===== src/rtl/sram_reader_pkg.sv =====
// rtl/sram_reader_pkg.sv - shared types for the SRAM burst read engine
// Purpose: FSM state encoding used by sram_reader.
// Ports: none (package).
package sram_reader_pkg;

  typedef enum logic [1:0] {
    IDLE  = 2'd0,
    READ  = 2'd1,
    DRAIN = 2'd2
  } state_e;

endpackage


===== src/rtl/sram_reader_fifo.sv =====
// rtl/sram_reader_fifo.sv - 2-entry FIFO holding {last, data} between SRAM and consumer
// Purpose: absorbs consumer back-pressure; push and pop may coincide at any occupancy.
// Ports:
//   clk, rst        clock, synchronous active-high reset
//   push, push_data write an entry (caller never pushes when full without a pop)
//   pop             remove the head entry (caller never pops when empty)
//   head            current head entry, zero after reset
//   full, empty     occupancy flags
module sram_reader_fifo #(
  parameter int WIDTH = 257
) (
  input  logic             clk,
  input  logic             rst,
  input  logic             push,
  input  logic [WIDTH-1:0] push_data,
  input  logic             pop,
  output logic [WIDTH-1:0] head,
  output logic             full,
  output logic             empty
);

  logic [WIDTH-1:0] mem [2];
  logic             wr_ptr;
  logic             rd_ptr;
  logic [1:0]       level;

  always_ff @(posedge clk) begin
    if (rst) begin
      mem[0] <= '0;
      mem[1] <= '0;
      wr_ptr <= 1'b0;
      rd_ptr <= 1'b0;
      level  <= 2'd0;
    end else begin
      // When full with a simultaneous pop, wr_ptr equals rd_ptr: the new word
      // lands in the slot being vacated and becomes the tail.
      if (push) begin
        mem[wr_ptr] <= push_data;
        wr_ptr      <= ~wr_ptr;
      end
      if (pop) begin
        rd_ptr <= ~rd_ptr;
      end
      unique case ({push, pop})
        2'b10:   level <= level + 2'd1;
        2'b01:   level <= level - 2'd1;
        default: level <= level;
      endcase
    end
  end

  assign head  = mem[rd_ptr];
  assign full  = (level == 2'd2);
  assign empty = (level == 2'd0);

endmodule


===== src/rtl/sram_reader.sv =====
// rtl/sram_reader.sv - burst read engine for the SRAM read port with a valid/ready output stream
// Purpose: accepts {start_address, start_count}, issues one read per cycle on port B,
//          captures q_b and streams the words out with out_last on the final word.
// Ports:
//   clk, rst                                   clock, synchronous active-high reset
//   start_valid/start_ready/start_address/start_count   burst command handshake
//   enable_b_n, address_b, q_b                 SRAM port B (q_b is combinational)
//   out_valid/out_ready/out_data/out_last      output word stream
//   busy                                       burst in progress (READ or DRAIN)
module sram_reader
  import sram_reader_pkg::*;
#(
  parameter  int WIDTH = 256,
  parameter  int DEPTH = 64,
  localparam int AW    = $clog2(DEPTH),
  localparam int CW    = $clog2(DEPTH + 1)
) (
  input  logic             clk,
  input  logic             rst,
  input  logic             start_valid,
  output logic             start_ready,
  input  logic [AW-1:0]    start_address,
  input  logic [CW-1:0]    start_count,
  output logic             enable_b_n,
  output logic [AW-1:0]    address_b,
  input  logic [WIDTH-1:0] q_b,
  output logic             out_valid,
  input  logic             out_ready,
  output logic [WIDTH-1:0] out_data,
  output logic             out_last,
  output logic             busy
);

  state_e          state_q;
  logic [AW-1:0]   addr_q;
  logic [AW-1:0]   addr_hold_q;
  logic [CW-1:0]   remaining_q;
  logic [AW-1:0]   next_addr;
  logic            last_word;
  logic            issue;
  logic            pop;
  logic            fifo_full;
  logic            fifo_empty;
  logic [WIDTH:0]  fifo_head;

  assign start_ready = (state_q == IDLE) && !rst;
  assign busy        = (state_q != IDLE);
  assign out_valid   = !fifo_empty && !rst;
  assign pop         = out_valid && out_ready;

  // A slot frees up this cycle either because the buffer is not full or
  // because the head is leaving, so issue continues through a pop without a bubble.
  assign issue = !rst && (state_q == READ) && (remaining_q != '0) && (!fifo_full || pop);

  assign last_word  = (remaining_q == CW'(1));
  assign next_addr  = (addr_q == AW'(DEPTH - 1)) ? '0 : addr_q + AW'(1);
  assign enable_b_n = !issue;
  // Outside issue cycles the port shows the most recently read address.
  assign address_b  = issue ? addr_q : addr_hold_q;

  assign out_data = fifo_head[WIDTH-1:0];
  assign out_last = fifo_head[WIDTH];

  always_ff @(posedge clk) begin
    if (rst) begin
      state_q     <= IDLE;
      addr_q      <= '0;
      addr_hold_q <= '0;
      remaining_q <= '0;
    end else begin
      unique case (state_q)
        IDLE: begin
          if (start_valid && start_ready) begin
            addr_q      <= start_address;
            remaining_q <= start_count;
            if (start_count != '0) begin
              state_q <= READ;
            end
          end
        end
        READ: begin
          if (issue) begin
            addr_q      <= next_addr;
            addr_hold_q <= addr_q;
            remaining_q <= remaining_q - CW'(1);
            if (last_word) begin
              state_q <= DRAIN;
            end
          end
        end
        DRAIN: begin
          // Popping while not full means the final entry is leaving.
          if (pop && !fifo_full) begin
            state_q <= IDLE;
          end
        end
        default: state_q <= IDLE;
      endcase
    end
  end

  sram_reader_fifo #(
    .WIDTH(WIDTH + 1)
  ) u_fifo (
    .clk       (clk),
    .rst       (rst),
    .push      (issue),
    .push_data ({last_word, q_b}),
    .pop       (pop),
    .head      (fifo_head),
    .full      (fifo_full),
    .empty     (fifo_empty)
  );

endmodule


===== config.mk =====
export PLATFORM = sky130hd
export DESIGN_NAME = sram_reader
export DESIGN_NICKNAME = d
export VERILOG_FILES = /design/src/rtl/sram_reader_pkg.sv /design/src/rtl/sram_reader_fifo.sv /design/src/rtl/sram_reader.sv
export SDC_FILE = /design/constraint.sdc
export NUM_CORES = 1
export LEC_CHECK = 0
export CAP_MARGIN = 0
export CORE_MARGIN = 2
export CORE_UTILIZATION = 40
export DETAILED_ROUTE_END_ITERATION = 10
export PLACE_DENSITY = 0.65
export REMOVE_ABC_BUFFERS = 1
export SLEW_MARGIN = 20
export SYNTH_ARGS = -nofsm -noshare
export SYNTH_HDL_FRONTEND = slang
export SYNTH_HIERARCHICAL = 1
export SYNTH_SLANG_ARGS = --single-unit
export TNS_END_PERCENT = 10

===== constraint.sdc =====
create_clock -name clk -period 14.3 [get_ports clk]
set_input_delay 2.86 -clock clk [delete_from_list [all_inputs] [get_ports clk]]
set_output_delay 2.86 -clock clk [all_outputs]
set_load 0.01 [all_outputs]

==> summary.md <==
| Metric | Value |
|---|---|
| Initial Util | `between 40% and 50%` |
| Setup TNS | `0 ns` |
| Top post-synthesis cells by count | `530 x nor2_1, 514 x edfxtp_1, 265 x nand2b_1, 203 x mux2_4, 60 x mux2_2` |
| Tot GR Track Use | `18.9%` |
| CTS resizes | `0` |
| First-pass DRT Iterations | `7` |
| Pwr dens | `121 nW/um^2` |
| Routability cong. | `approximately 0.88` |
| Arrival @ worst endpoint | `5.20 ns` |
| DR WL/cell | `19.7 microns` |
| Final Max Tran Viols | `0` |
| Clk buf depth | `3` |
| Post-synth top area share | `roughly three fifths` |
| Total Power | `around 0.0039 W` |
| CORE AREA | `between 60000 and 70000 sq um` |
| Initial detailed-routing violation count | `approximately 1100` |
| Final instance area | `32500 sq um` |
| Crit Path Max Fanout | `15` |
| Largest net degree at the start of global routing | `approximately 140` |
| Final min period | `8.06 ns` |
| Setup Viol. Count Final | `0` |
| First-pass GRT wire length | `94.0 mm` |
| H-tree depth | `2` |
| Die area | `around 65000 sq um` |
| VDD IR max | `around 0.080 mV` |
| Setup ws final | `about 6.2 ns` |
| Placed instance area | `30700 sq um` |
| Largest area contributor in the synthesized netlist | `edfxtp_1` |
| Fin. Hold Viols | `0` |
| EDFF count, synth | `a little over 500` |
| Nets | `about 2600` |
| Post-CTS Setup Inserts | `0` |
| Fin crit share | `~56%` |
| Clk Latency, worst-skew pair | `0.60 ns` |
| Fmax | `approximately 0.12 GHz` |
| CTS tree | `done` |
| Max-Cap Viols | `0` |
| Classification of the worst setup path | `in -> out` |
| Pre-CTS setup slack | `6.21 ns` |
| Post-synth ARST share | `0%` |
| Yosys warns | `6` |
| Worst-path clk slew | `~0.06 ns` |
| Worst EP required | `roughly 11 ns` |
| Synth Area per Inst | `about 14 sq um` |
| Routed via count | `roughly 16000` |
| Most common cell in the netlist | `nor2_1` |
| Max-slew headroom | `between 10% and 20%` |
| Layout area overhead | `30.0%` |
| Chip width | `~250 microns` |
| Status | `completed` |
| Worst-margin pin slew | `1.25 ns` |
| Vias in the first global route | `between 15000 and 20000` |
| Setup crit end kind | `output pin` |
| Cell Rows | `approximately 90` |
| Layout cell share with drive strength beyond 1 | `between 10% and 20%` |
| Post-Synthesis Cells | `1837` |
| Mapped cell area | `between 20000 and 25000 sq um` |
| Post-synth top flop | `edfxtp_1` |
| Register area share after synthesis | `63.8%` |
| Synth top area cells | `edfxtp_1 62%, mux2_4 12%, nor2_1 8.0%, nand2b_1 6.6%, mux2_2 2.7%` |
| Leakage | `11.6 nW` |
| Yosys reg bits | `540` |
| Clock root buffer | `clkbuf_16` |
| Clock sinks | `between 500 and 600` |
| Cell variety after synth | `49` |
| Total CTS buffers | `~60` |
| Final hold slack | `around 0.5 ns` |
| Routed Antenna Nets | `0` |
| Vias/cell | `just under 5` |
| HPWL Detailed | `between 30 and 40 mm` |
| Final WL | `between 60 and 70 mm` |
| # port buffers | `between 500 and 600` |
| Min-Delay Path Class | `reg -> reg` |
| # DRC | `0` |
| Layout Skew | `roughly 0.014 ns` |
| Num ports | `between 500 and 600` |
| GRT overflow | `0` |
| Initial antenna violation count | `11` |
| CP Launch Type | `input port` |
| Hold buffers post-CTS | `0` |
| RSZ-0062 raised after global routing | `false` |
| Die Y | `~250 microns` |
==> cells by family (layout without fill, tap and decap cells) <==
family	count (synthesis)	count (layout)	share of synthesized area [%]
buffers and inverters	133	671	3.85
AO/OA/AOI/OAI	53	53	1.42
XOR/XNOR	4	4	0.140
flip-flops	540	540	63.8
AND/OR/NAND/NOR	839	839	15.6
adder cells (fa/ha/maj)	5	5	0.250
multiplexers	263	263	14.9
other	0	9	0
==> flip-flops by register name, summed over array words and instances (netlist names), named ones only <==
register,count
u_fifo/level,2
state_q,2
u_fifo/rd_ptr,1
addr_hold_q,6
u_fifo/mem,514
remaining_q,7
u_fifo/wr_ptr,1
addr_q,6
==> area by class of cell <==
class / instances / area, sq um
diodes: 9 / 22.5
flip-flops and latches: 540 / 16000
multi-input cells: 1164 / 8110
well taps: 837 / 1050
inverters: 6 / 25.0
fillers: 5332 / 29200
repair buffers: 556 / 5540
clock inverters: 26 / 144
clock buffers: 83 / 1640
==> worst max-delay path, stage by stage <==
cell and delay (ns):
clkdlybuf4s50_1 0.47, nand2b_1 0.05, a211o_1 0.34, or2_1 0.37
inv_4 0.24, mux2_2 0.37, clkdlybuf4s50_1 0.48
==> layer usage <==
metal,track usage (%),up-vias,wire length [microns]
met5,0,-,80
met4,6.15,12,1750
met3,5.83,128,5230
met2,32.1,552,31600
met1,22.9,7763,24900
li1,-,7377,-
==> where the power goes <==
group	leakage [nW]	switching [W]	internal, W
registers	5.56	0.0000359	0.00184
logic	5.19	0.000296	0.000352
clock network	0.878	0.000603	0.000810
total	11.6	0.000935	0.00300
==> final timing paths <==
| check | from | to | slack (ns) | cells past startpoint |
|---|---|---|---|---|
| max | out_ready | address_b[4] | 6.24 | 7 |
| min | u_fifo/level[1] | u_fifo/level[1] | 0.51 | 2 |
| max reg2reg | state_q[0] | u_fifo/mem[1][156] | 8.90 | 8 |
| min reg2reg | u_fifo/level[1] | u_fifo/level[1] | 0.51 | 2 |
==> stage by stage <==
stage / cells / util (%)
after floorplan: 1710 / -
after global placement: 3103 / 49.7
after detailed placement: 3103 / 49.7
after CTS: 3212 / 52.6
after global routing: 3217 / 52.6
final: 3221 / 52.6
==> placed cells by master, fill, tap and decap left out, types with 2 or more instances in the layout <==
| cell | netlist | routed |
|---|---|---|
| a311oi_1 | 3 | 3 |
| dfxtp_1 | 26 | 25 |
| nor2_1 | 530 | 530 |
| and3_1 | 3 | 3 |
| clkbuf_16 | 0 | 61 |
| o31ai_1 | 2 | 2 |
| a22oi_1 | 3 | 3 |
| a211oi_1 | 5 | 5 |
| inv_1 | 5 | 5 |
| diode_2 | 0 | 9 |
| o211ai_1 | 3 | 3 |
| o21ai_0 | 6 | 6 |
| clkbuf_8 | 0 | 3 |
| xnor2_1 | 2 | 2 |
| clkinv_2 | 0 | 13 |
| buf_4 | 0 | 15 |
| edfxtp_1 | 514 | 514 |
| or3_1 | 2 | 2 |
| nor4_1 | 2 | 2 |
| buf_6 | 53 | 2 |
| clkbuf_1 | 36 | 19 |
| a222oi_1 | 2 | 2 |
| and2b_1 | 3 | 3 |
| a21oi_1 | 18 | 18 |
| nor4b_1 | 2 | 2 |
| nand3_1 | 6 | 6 |
| clkinv_1 | 0 | 11 |
| nor2b_1 | 5 | 5 |
| mux2_4 | 203 | 203 |
| nand2b_4 | 1 | 4 |
| mux2_2 | 60 | 60 |
| nor3_1 | 3 | 3 |
| or2_2 | 2 | 2 |
| clkdlybuf4s50_1 | 0 | 538 |
| a22o_1 | 2 | 2 |
| ha_1 | 5 | 5 |
| nand2b_1 | 265 | 262 |
| nand2_1 | 10 | 9 |
| xor2_1 | 2 | 2 |
Power figures use the tool's default switching activity.
